### src/rtl/fetch_unit.sv
// Instruction-fetch stage: PC register, req/ack imem port, one-entry output buffer.
// Optional performance counters are enabled with `define FETCH_PERF_CNT_EN.
module fetch_unit #(
   parameter logic [31:0] RESET_PC = 32'h0000_0000,
   parameter logic [31:0] PC_INC   = 32'd4
) (
   input  logic        clk_i,
   input  logic        rst_i,
   input  logic        advance_i,
   input  logic        redirect_i,
   input  logic [31:0] redirect_pc_i,
   output logic        imem_req_o,
   output logic [31:0] imem_addr_o,
   input  logic        imem_ack_i,
   input  logic [31:0] imem_rdata_i,
   output logic [31:0] inst_o,
   output logic [31:0] pc_o,
`ifdef FETCH_PERF_CNT_EN
   output logic        valid_o,
   output logic [31:0] bubble_cnt_o,
   output logic [31:0] redirect_cnt_o
`else
   output logic        valid_o
`endif
);

   typedef enum logic [1:0] {FETCH, READY, DRAIN} state_t;

   state_t      state_q, state_d;
   logic [31:0] pc_q, pc_d;
   logic [31:0] req_addr_q, req_addr_d;
   logic [31:0] inst_buf, inst_buf_d;
   logic [31:0] buf_pc, buf_pc_d;
   logic        buf_valid, buf_valid_d;
   logic        accept;
   logic [31:0] pc_inc;

   assign pc_inc      = pc_q + PC_INC;
   assign imem_addr_o = req_addr_q;
   assign imem_req_o  = !rst_i && (state_q != READY);
   assign accept      = advance_i && valid_o && !redirect_i;

   always_comb begin
      inst_o  = 32'h0;
      pc_o    = 32'h0;
      valid_o = 1'b0;
      if (!rst_i) begin
         if (buf_valid) begin
            inst_o  = inst_buf;
            pc_o    = buf_pc;
            valid_o = 1'b1;
         end else if (state_q == FETCH && imem_ack_i) begin
            inst_o  = imem_rdata_i;
            pc_o    = req_addr_q + PC_INC;
            valid_o = 1'b1;
         end
      end
   end

   always_comb begin
      state_d     = state_q;
      pc_d        = pc_q;
      req_addr_d  = req_addr_q;
      inst_buf_d  = inst_buf;
      buf_pc_d    = buf_pc;
      buf_valid_d = buf_valid;
      unique case (state_q)
         FETCH: begin
            if (redirect_i) begin
               pc_d        = redirect_pc_i;
               buf_valid_d = 1'b0;
               if (imem_ack_i) req_addr_d = redirect_pc_i;
               else            state_d    = DRAIN;
            end else if (imem_ack_i) begin
               if (accept) begin
                  pc_d       = pc_inc;
                  req_addr_d = pc_inc;
               end else begin
                  inst_buf_d  = imem_rdata_i;
                  buf_pc_d    = req_addr_q + PC_INC;
                  buf_valid_d = 1'b1;
                  state_d     = READY;
               end
            end
         end
         READY: begin
            if (redirect_i) begin
               pc_d        = redirect_pc_i;
               req_addr_d  = redirect_pc_i;
               buf_valid_d = 1'b0;
               state_d     = FETCH;
            end else if (accept) begin
               pc_d        = pc_inc;
               req_addr_d  = pc_inc;
               buf_valid_d = 1'b0;
               state_d     = FETCH;
            end
         end
         DRAIN: begin
            if (redirect_i) pc_d = redirect_pc_i;
            // the stale response has arrived; restart at the newest target
            if (imem_ack_i) begin
               state_d    = FETCH;
               req_addr_d = redirect_i ? redirect_pc_i : pc_q;
            end
         end
         default: state_d = FETCH;
      endcase
   end

   always_ff @(posedge clk_i or posedge rst_i) begin
      if (rst_i) begin
         state_q    <= FETCH;
         pc_q       <= RESET_PC;
         req_addr_q <= RESET_PC;
         inst_buf   <= 32'h0;
         buf_pc     <= 32'h0;
         buf_valid  <= 1'b0;
      end else begin
         state_q    <= state_d;
         pc_q       <= pc_d;
         req_addr_q <= req_addr_d;
         inst_buf   <= inst_buf_d;
         buf_pc     <= buf_pc_d;
         buf_valid  <= buf_valid_d;
      end
   end

`ifdef FETCH_PERF_CNT_EN
   always_ff @(posedge clk_i or posedge rst_i) begin
      if (rst_i) begin
         bubble_cnt_o   <= 32'h0;
         redirect_cnt_o <= 32'h0;
      end else begin
         if (!valid_o && !(&bubble_cnt_o))
            bubble_cnt_o <= bubble_cnt_o + 32'd1;
         if (redirect_i && !(&redirect_cnt_o))
            redirect_cnt_o <= redirect_cnt_o + 32'd1;
      end
   end
`else
`endif

endmodule
### config.mk
export PLATFORM = sky130hd
export DESIGN_NAME = fetch_unit
export DESIGN_NICKNAME = d
export VERILOG_FILES = /design/src/rtl/fetch_unit.sv
export SDC_FILE = /design/constraint.sdc
export NUM_CORES = 1
export LEC_CHECK = 0
export BUFFER_PORTS_ARGS = -buffer_cell sky130_fd_sc_hd__buf_2
export CAP_MARGIN = 20
export CORE_AREA = 8 8 129 131
export DETAILED_ROUTE_END_ITERATION = 6
export DIE_AREA = 0 0 137 139
export PLACE_DENSITY = 0.9
export SYNTH_ARGS = -nofsm -noshare
export SYNTH_HDL_FRONTEND = slang
export SYNTH_SLANG_ARGS = --single-unit
### constraint.sdc
create_clock -name clk_i -period 10.85 [get_ports clk_i]
set_input_delay 2.17 -clock clk_i [delete_from_list [all_inputs] [get_ports clk_i]]
set_output_delay 2.17 -clock clk_i [all_outputs]
set_load 0.03 [all_outputs]
==> Word-level counts from Yosys, hierarchy flattened <==
Cells that the tools add are included.
{ "totals": {"ff_bits": 131, "output_inout_bits": 98, "elab_cells": 69} }
{ "op_classes": {"addsub": 2, "eq_ne": 9, "muxes": 36, "n_bitwise": 2, "n_reduce_logical": 14} }
{ "ops": {"columns": ["operator", "count"], "rows": [
  ["2-to-1 mux 32 bit", 17],
  ["case mux 32 bit (3 select lines)", 2],
  ["adder 32 x 3 -> 32 bit (second input constant)", 2],
  ["2-to-1 mux 2 bit", 7],
  ["inequality test 3 bit (second input constant)", 4],
  ["2-to-1 mux 1 bit", 8],
  ["AND reduction 4 bit", 2],
  ["case mux 2 bit (3 select lines)", 1],
  ["AND reduction 5 bit", 1],
  ["logical AND 1 bit", 4],
  ["inequality test 2 bit (second input constant)", 2],
  ["AND reduction 3 bit", 1],
  ["nonzero test 3 bit", 1],
  ["equality test 2 x 1 -> 1 bit (second input constant)", 1],
  ["equality test 2 bit (second input constant)", 1],
  ["logical NOT 1 bit", 2],
  ["logical NOT 2 bit", 1],
  ["inequality test 2 x 1 -> 1 bit (second input constant)", 1],
  ["NOT 1 bit", 2],
  ["case mux 1 bit (2 select lines)", 1],
  ["AND reduction 2 bit", 1],
  ["nonzero test 2 bit", 1]
]} }

==> Logic depth before layout (Yosys ltp) <==
Gate-level depths: netlist of the first run.
{ "depth": {"depth_word": 11, "mapped_depth": 8} }

==> Least setup slack after synthesis of the first run <==
No wires, ideal clock.
{ "synth_timing": {"kind": "in2out", "start": "input port rst_i", "end": "output port pc_o[21]", "arrival_time_ns": 3.649, "t_required_ns": 8.680, "slack_ns": 5.031, "stages": 4, "path_buffers": 2, "path_cell_list": "clkbuf_1 -> or3_1 -> clkbuf_1 -> o21ai_0"} }
{ "synth_between": {"elab_chain_len": 1} }
{ "synth_lines": {"columns": ["item", "line_no", "text"], "rows": [
  ["start: declaration", "8", "input logic rst_i,"],
  ["2-to-1 mux 32 bit", "47", "if (!rst_i) begin"],
  ["end: declaration", "17", "output logic [31:0] pc_o,"]
]} }
No other way between the ends.

==> Final worst setup path of the first run <==
{ "layout_timing": {"start": "input port rst_i", "end": "output port pc_o[17]"} }
The elaborated chain is that of the path after synthesis.

==> results of run 1 <==
## metrics by stage
step	hold slack [ps]	util	total power [mW]	setup WS, ps	area (um^2)
5_1_grt	505	0.638	2.05	4440	9410
4_1_cts	484	0.636	1.95	4590	9380
6_report	487	0.638	1.96	4620	9410
2_1_floorplan	450	-	1.17	4780	7910
3_5_place_dp	471	0.595	1.36	4590	8780
3_3_place_gp	462	0.595	1.34	4650	8780
## worst max-delay path by stage
stage	slack, ps	from	cells past startpoint	end
3_3_place_gp	4650	rst_i	6	pc_o[20]
4_1_cts	4590	rst_i	6	pc_o[17]
5_1_grt	4440	rst_i	6	pc_o[20]
2_1_floorplan	4780	rst_i	3	buf_pc[0]
3_5_place_dp	4590	rst_i	6	pc_o[17]
6_report	4620	rst_i	6	pc_o[17]
## worst reg2reg max path, cell delays in order (launching register included)
cell and delay (ps):
dfrtp_1 670, nor2_1 130, a21oi_1 460, o311ai_4 170, buf_4 340, nand2b_1 480, o221ai_1 360
## cells by family (layout without fill, tap and decap cells)
kind of cell | count (synthesis) | count (layout) | synth area share
muxes | 50 | 50 | 0.0699
AOI/OAI and AO/OA | 237 | 237 | 0.189
and+or+nand+nor | 382 | 382 | 0.231
buffers and inverters | 83 | 219 | 0.0429
DFF | 131 | 131 | 0.414
xor gates and xnor gates | 45 | 45 | 0.0498
other | 0 | 1 | 0
adders and majority gates | 2 | 2 | 0.00316
## report_power, final
part | leakage (nW) | total (mW) | internal [mW] | switching [mW]
Clock | 0.287 | 0.582 | 0.365 | 0.217
Combinational | 2.27 | 0.612 | 0.222 | 0.390
Sequential | 1.58 | 0.761 | 0.619 | 0.142
Total | 4.14 | 1.96 | 1.21 | 0.749
## area by class of cell
cell class	instances	area (um^2)	share of cell area
Multi-Input combinational cell	716	4330	0.460
Clock buffer	18	439	0.0467
Timing Repair Buffer	174	911	0.0968
Tap cell	188	235	0.0250
Antenna cell	1	2.50	0.000266
Sequential cell	131	3280	0.348
Clock inverter	14	163	0.0173
Inverter	13	51.3	0.00545
## state kept, by name, indices dropped and copies added (netlist names)
register     cells
imem_addr_o     32
inst_buf        32
pc_q            32
buf_valid        1
state_q          2
buf_pc          32
## layer usage
layer	track usage	wire [um]
met1	0.307	9220
met2	0.372	11000
met3	0.0514	1880
met4	0.124	989
met5	0	0
## synthesized netlist by cell type, types with 2 or more instances
library cell	instances	share of area
nor4_2	9	0.014
nor3_1	26	0.016
nand3_1	23	0.015
clkbuf_1	58	0.028
nor2_1	114	0.054
xnor2_1	37	0.041
o21a_1	18	0.017
mux2_2	42	0.060
mux2i_1	8	0.010
a311oi_1	3	0.0033
o31ai_1	10	0.0095
a22o_1	2	0.0022
o2bb2ai_1	2	0.0022
a31oi_1	19	0.015
a21o_1	4	0.0038
o31a_1	5	0.0055
and4_1	10	0.011
nor2b_1	4	0.0032
or4_1	4	0.0038
buf_4	4	0.0038
ha_1	2	0.0032
nand2_1	138	0.065
a21oi_1	49	0.031
nand4_2	2	0.0032
buf_1	3	0.0014
or3_1	4	0.0032
o21ai_0	64	0.040
and3_1	7	0.0055
o22a_1	13	0.014
o211ai_1	2	0.0019
inv_1	12	0.0057
xor2_1	8	0.0089
a2bb2oi_1	2	0.0022
nand2b_1	3	0.0024
and2_1	7	0.0055
nor4_1	13	0.010
a22oi_1	11	0.010
dfrtp_1	131	0.41
buf_2	4	0.0025
o221ai_1	3	0.0033
nand4_1	11	0.0087
o22ai_1	7	0.0055
o21ai_1	13	0.0082
==> flow_metrics.tcl, run 1 <==
set metrics [dict create \
    cts-root-buf "clkbuf_16" \
    clk_pin_slew_ps 60 \
    cpLargestDelayFamily "buffers and inverters" \
    drv_slew 0 \
    p_per_area_nw_per_um2 208 \
    rows 45 \
    viasPerCell 6.08 \
    start_util 0.536 \
    hold_path_class "reg -> reg" \
    numCtsBuffers 17 \
    path_buf_inv 3 \
    worst_pin_slew_ps 992 \
    wl_per_cell_um 18.4 \
    port-buffer-count 166 \
    num_io_pins 167 \
    instances_no_fill 1255 \
    cp-start-kind "primary input" \
    holdBufCountCts 0 \
    crit_fanout 48 \
    status "complete, no violations" \
    crit_path_end_kind "primary output" \
    nets 1124 \
    r2r_cells 6 \
    syn-cell-area_um2 7910 \
    postSynthCellCount 930 \
    reg2reg_from "state_q[0]" \
    clock-skew-final_ps 7.58 \
    p_leak_nw 4.14 \
    r2r-end "imem_addr_o[11]" \
    die_h_um 139 \
    drc_errors 0 \
    syn_avg_cell_area_um2 8.51 \
    ys.flop_type "dfrtp_1" \
    num_vias 7635 \
    min_period_ps 6230 \
    place_hpwl_mm 15.8 \
    ctsResizeCount 0 \
    finalWirelength_mm 23.1 \
    grt_max_degree 90 \
    core_area_um2 14800 \
    cts_buffer_depth 2 \
    drt_iter0_drc 696 \
    critical_path_arrival_ps 4060 \
    hold_viol_final 0 \
    fmax_mhz 160 \
    crit_chain "buf_2, nor2b_1, buf_4, nand2_1, o21ai_0, buf_2" \
    synth-edff-count 0 \
    max-vdd-ir-drop_v 0.000121 \
    cpMostUsedCell "buf_2" \
    area_growth_pct 18.9 \
    post_cts_buffers 0 \
    ys_warn_count 0 \
    ys_ff_latch 131 \
    drv_cap 0 \
    gr-total-overflow 0 \
    chipWidth_um 137 \
    antenna_found_initial 1 \
    grt_pass1_wl_mm 36.9 \
    worstHoldPathCells 2 \
    cts_tree "built" \
    rsz0062_at_grt "no" \
    cpMaxStageDelayCell "nor2b_1" \
    drive_gt1_frac 0.255 \
    drtAntennaViolNets 0 \
    dieArea_um2 19000 \
    crit_type "in -> out" \
    cts_num_sinks 131 \
    grt_usage 0.240 \
    hold_end "buf_pc[26]" \
    synth_seq_area_share 0.414 \
    synthArstFlopShare 1.00 \
    setup_tns_ps 0 \
    worstHoldStart "buf_pc[26]" \
    grt_pass1_vias 7131 \
    layout_commonest_cell "buf_2" \
    cp.required_ps 8680 \
    max_stage_delay_ps 810 \
    period_share 0.575 \
    dp_cells 1221 \
    synth.distinct_cells 62 \
    htree_levels 4 \
    setup_viol 0 \
    syn_nets 1001 \
    mostFrequentLayoutCells "buf_2 (166), nand2_1 (138), dfrtp_1 (130)" \
    first_pass_iters 5 \
    place.gp.congestion 0.890 \
    r2r_slack_ps 8150 \
    fillerInstances 1197 \
    clk_latency_ps 420 \
    maxSlewHeadroom 0.339 \
]
(Power assumes the default switching activity.)
==> run 2, diff against run 1 <==
- ABC_AREA: unset -> 1
- CORE_AREA: 8 8 129 131 -> 8 8 136 138
- DIE_AREA: 0 0 137 139 -> 0 0 144 146
- PLACE_DENSITY: 0.9 -> 0.86
- clock period: 10.85 -> 5.56 ns (I/O delays scaled with it)
==> run 2 against run 1 <==
Final area increased by 2.4%. Die area is 10% higher. Critical path depth is 1 higher. Clock skew fell by 1.9 ps. Non-clock buffer count up 2. Global-route usage down 0.59 points. Critical path type unchanged.
==> flow_metrics.tcl, run 2 <==
set metrics [dict create \
    synthArstFlopShare 1.00 \
    hold_ws_ps 472 \
    first_pass_iters 6 \
    viasPerCell 5.25 \
    cp.required_ps 4450 \
    core_area_um2 16300 \
    gr-total-overflow 0 \
    drive_gt1_frac 0.171 \
    final_cell_area_um2 9630 \
    crit_start "imem_ack_i" \
    syn_avg_cell_area_um2 6.50 \
    finalWirelength_mm 24.4 \
    syn-cell-area_um2 8050 \
    synth.distinct_cells 34 \
    die_h_um 146 \
    placed_area_um2 8980 \
    synth_top_area_frac 0.407 \
    cts_buffer_depth 2 \
    antenna_found_initial 0 \
    synthTopCellsByArea "dfrtp_1 (41%), nand2_1 (29%), nand3_1 (5.0%), nor2_1 (4.3%), a21oi_1 (4.2%)" \
    grt_usage 0.234 \
    drtAntennaViolNets 0 \
    worstHoldStart "inst_buf[7]" \
    p_leak_nw 4.90 \
    grt_pass1_wl_mm 39.4 \
    drv_cap 0 \
    min_period_ps 3870 \
    wl_per_cell_um 15.2 \
    postSynthCellCount 1237 \
    cts-root-buf "clkbuf_16" \
    fin_util 0.591 \
    hold_viol_final 0 \
    hold_path_class "reg -> reg" \
    cts_num_sinks 131 \
    worst_pin_slew_ps 948 \
    cts_tree "built" \
    post_cts_buffers 0 \
    nets 1450 \
    ys.flop_type "dfrtp_1" \
    drv_slew 0 \
    holdBufCountCts 0 \
    htree_levels 4 \
    status "complete, no violations" \
    synth_most_common_cell "nand2_1" \
    setup_tns_ps 0 \
    crit_path_end_kind "primary output" \
    synth-edff-count 0 \
    ctsResizeCount 0 \
    ys_warn_count 0 \
    maxSlewHeadroom 0.368 \
    period_share 0.696 \
    num_vias 8452 \
    area_growth_pct 19.7 \
    critical_path_arrival_ps 2760 \
    chipWidth_um 144 \
    drt_iter0_drc 844 \
    p_per_area_nw_per_um2 436 \
    dieArea_um2 21000 \
    synth_seq_area_share 0.407 \
    place_hpwl_mm 17.6 \
    max-vdd-ir-drop_v 0.000257 \
    synthTopCellsByCount "nand2_1 (614), dfrtp_1 (131), nor2_1 (93)" \
    synth_top_area_cell "dfrtp_1" \
    grt_max_degree 80 \
    drc_errors 0 \
    setup_viol 0 \
    syn_nets 1308 \
    grt_pass1_vias 7813 \
    dp_cells 1579 \
    rows 47 \
    port-buffer-count 166 \
    crit_type "in -> out" \
    layout_commonest_cell "nand2_1" \
    num_io_pins 167 \
    ys_ff_latch 131 \
    numCtsBuffers 17 \
    clk_latency_ps 420 \
    place.gp.congestion 0.933 \
    cp-start-kind "primary input" \
    reg2reg_from "buf_valid" \
    instances_no_fill 1610 \
    mostFrequentLayoutCells "nand2_1 (614), buf_2 (166), dfrtp_1 (130)" \
    rsz0062_at_grt "no" \
    fmax_mhz 258 \
    crit_fanout 28 \
    start_util 0.494 \
    clock-skew-final_ps 5.73 \
    diodes 0 \
    clk_pin_slew_ps 60 \
]
run 2: cell count changes in the layout (fill, tap and decap cells not counted), sizes merged, moves of 18 or more:
cell	previous run	this run
nand2	138	618
nand3	23	84
inv	13	65
mux2	42	0
xnor2	37	2
o21ai	77	51
nor3	26	3
nor4	22	0
a31oi	19	0
a21oi	49	67
run 2: per-stage QoR:
stage | setup slack, ps | total power [mW]
4_1_cts | 1720 | 4.21
2_1_floorplan | 611 | 2.53
3_3_place_gp | 1760 | 2.95
5_1_grt | 1570 | 4.46
6_report | 1690 | 4.20
3_5_place_dp | 1720 | 2.99
run 2: path summary, 6_finish.rpt:
| path | slack [ps] | endpoint | depth (start not counted) |
|---|---|---|---|
| setup reg to reg | 2670 | pc_q[14] | 10 |
| min in group asynchronous | 830 | buf_pc[31] | 2 |
| hold reg to reg | 470 | inst_buf[7] | 2 |
| hold / removal | 470 | inst_buf[7] | 2 |
| max in group asynchronous | 3520 | buf_pc[13] | 4 |
| setup / recovery | 1690 | pc_o[18] | 7 |
run 2: cell type report:
cell class	instances	area, um^2
Fill cell	1517	6660
Sequential cell	131	3280
Clock buffer	19	453
Timing Repair Buffer	176	931
Clock inverter	11	178
Multi-Input combinational cell	990	4280
Tap cell	220	275
Inverter	63	239
run 2: cell families after synthesis:
logic type	after synthesis	synth area share
AND/OR/NAND/NOR	838	0.423
AO/OA/AOI/OAI	139	0.0928
flip-flops	131	0.407
buffers and inverters	116	0.0614
XOR/XNOR	11	0.0120
adder cells (fa/ha/maj)	2	0.00311
run 2: layer usage:
metal	global-route usage	up-vias	part of all wire
li1	-	4195	-
met1	0.316	3869	0.43
met2	0.364	351	0.46
met3	0.0453	37	0.083
met4	0.0831	0	0.021
met5	0	-	0
run 2: power by group:
part | switching, mW | leakage, nW | internal, mW | total (mW)
clock | 0.428 | 0.303 | 0.773 | 1.20
combinational | 0.996 | 2.96 | 0.432 | 1.43
sequential | 0.310 | 1.64 | 1.26 | 1.57
total | 1.73 | 4.90 | 2.46 | 4.20
run 2: worst max-delay path: stages:
cell and delay [ps]:
buf_2 120, nand2_2 120, nor2_4 570, buf_4 350
nand3_1 120, a21oi_1 130, buf_2 220
==> run 3, diff against run 2 <==
- CORE_AREA: 8 8 136 138 -> 8 8 130 132
- DIE_AREA: 0 0 144 146 -> 0 0 138 140
- PLACE_DENSITY: 0.86 -> 0.9
- clock period: 5.56 -> 3.6 ns (I/O delays scaled with it)
==> run 3 against run 2 <==
Core utilization grew 5.4 points. Die area shrank 8.1%. First-iteration DRC count shrank 1.9%. Routed wire length shrank 1.3%. Register-to-register slack lost 1300 ps. Clock skew grew 5.7 ps. Clock power grew 38%. Sequential power grew 55%. Critical path type is now reg -> out.
==> flow_metrics.tcl, run 3 (synthesis gave the netlist of run 2 again) <==
set metrics [dict create \
    cts-root-buf "clkbuf_16" \
    power.total_mw 6.29 \
    hold_ws_ps 351 \
    cp-start-kind "flip-flop" \
    crit_type "reg -> out" \
    ctsResizeCount 0 \
    wl_per_cell_um 15.2 \
    hold_viol_final 0 \
    worst_pin_slew_ps 862 \
    clk_pin_slew_ps 60 \
    finalWirelength_mm 24.1 \
    port-buffer-count 166 \
    dp_cells 1550 \
    num_io_pins 167 \
    max-vdd-ir-drop_v 0.000339 \
    rsz0062_at_grt "no" \
    area_growth_pct 19.3 \
    start_util 0.541 \
    num_vias 8585 \
    clkPwrFrac 0.263 \
    cts_buffer_depth 2 \
    die_h_um 140 \
    max_stage_delay_ps 460 \
    fillerInstances 1291 \
    fmax_mhz 308 \
    cpMaxStageDelayCell "nor3_1" \
    holdBufCountCts 0 \
    cts_num_sinks 131 \
    htree_levels 4 \
    grt_max_degree 71 \
    grt_pass1_vias 7969 \
    p_leak_nw 4.89 \
    period_share 0.901 \
    grt_usage 0.247 \
    instances_no_fill 1583 \
    hold_path_class "in -> async" \
    crit_path_end_kind "primary output" \
    status "complete, no violations" \
    dieArea_um2 19300 \
    mostFrequentLayoutCells "nand2_1 (613), buf_2 (166), dfrtp_1 (130)" \
    min_period_ps 3240 \
    met3_usage 0.0517 \
    p_sw_frac 0.431 \
    critical_path_arrival_ps 2520 \
    power.internal_mw 3.58 \
    drv_slew 0 \
    sequentialPowerShare 0.385 \
    drv_cap 0 \
    top_usage_layer "met2" \
    core_area_um2 14900 \
    first_pass_iters 5 \
    gr-total-overflow 0 \
    rows 45 \
    setup_viol 0 \
    crit_fanout 5 \
    maxSlewHeadroom 0.426 \
    cpLargestDelayFamily "simple AND/OR/NAND/NOR gates" \
    place.gp.congestion 0.936 \
    diodes 0 \
    antenna_found_initial 0 \
    path_buf_inv 2 \
    met1_usage 0.323 \
    p_per_area_nw_per_um2 656 \
    viasPerCell 5.42 \
    cts_tree "built" \
    drtAntennaViolNets 0 \
    clock-skew-final_ps 11.4 \
    chipWidth_um 138 \
    cp.required_ps 2880 \
    layout_commonest_cell "nand2_1" \
    grt_pass1_wl_mm 39.9 \
    crit_chain "ha_1, nand2_1, inv_1, nand2_1, nor3_1, xor2_1, nand2_1, a21oi_1, buf_2" \
    clk_latency_ps 420 \
    cpMostUsedCell "nand2_1" \
    p_comb_frac 0.352 \
    drive_gt1_frac 0.182 \
    numCtsBuffers 17 \
    place_hpwl_mm 17.2 \
    p_sw_mw 2.71 \
    drc_errors 0 \
    drt_iter0_drc 828 \
    post_cts_buffers 0 \
    met2_usage 0.399 \
    nets 1453 \
]
[run 3: changes by cell type in the layout (fill, tap and decap cells not counted), sizes merged]
| cell | previous run | this run |
|---|---|---|
| buf | 176 | 179 |
| clkbuf | 19 | 21 |
| clkinvlp | 2 | 6 |
| clkinv | 3 | 1 |
| bufinv | 4 | 0 |
| inv | 65 | 67 |
[run 3: layout make-up]
type / instances / area [um^2] / share of cell area
Sequential cell: 131 / 3280 / 0.342
Multi-Input combinational cell: 990 / 4330 / 0.451
Timing Repair Buffer: 179 / 941 / 0.0980
Clock buffer: 21 / 480 / 0.0501
Inverter: 63 / 240 / 0.0250
Tap cell: 188 / 235 / 0.0245
Clock inverter: 11 / 90.1 / 0.00939
[run 3: worst paths after layout]
kind,startpoint,slack (ps),depth (start not counted),endpoint
hold reg to reg,state_q[0],460,1,state_q[1]
setup / recovery,imem_addr_o[2],360,9,pc_o[10]
max in group asynchronous,rst_i,2020,3,buf_pc[15]
hold / removal,rst_i,350,2,inst_buf[16]
min in group clk_i,state_q[0],460,1,state_q[1]
setup reg to reg,state_q[1],1380,10,pc_q[2]
[run 3: layer usage]
metal | vias up | part of all wire
met2 | 381 | 0.47
met5 | - | 0
met3 | 41 | 0.074
li1 | 4198 | -
met1 | 3965 | 0.44
met4 | 0 | 0.023
[run 3: stage by stage]
stage                     area [um^2]  TNS, ps  setup slack (ps)   util
after floorplan                  8130    -5360             -71.2      -
after global placement           9010        0               834  0.606
after detailed placement         9010        0               753  0.606
after CTS                        9580        0               387  0.644
after global routing             9600        0               170  0.646
final                            9600        0               357  0.646
[run 3: power by group through the flow]
| stage | registers, mW | logic, mW | clock network [mW] |
|---|---|---|---|
| 2_1_floorplan | 2.52 | 1.42 | 0 |
| 3_3_place_gp | 2.41 | 2.13 | 0 |
| 3_5_place_dp | 2.42 | 2.18 | 0 |
| 4_1_cts | 2.41 | 2.21 | 1.67 |
| 5_1_grt | 2.48 | 2.45 | 1.72 |
| 6_report | 2.43 | 2.21 | 1.65 |
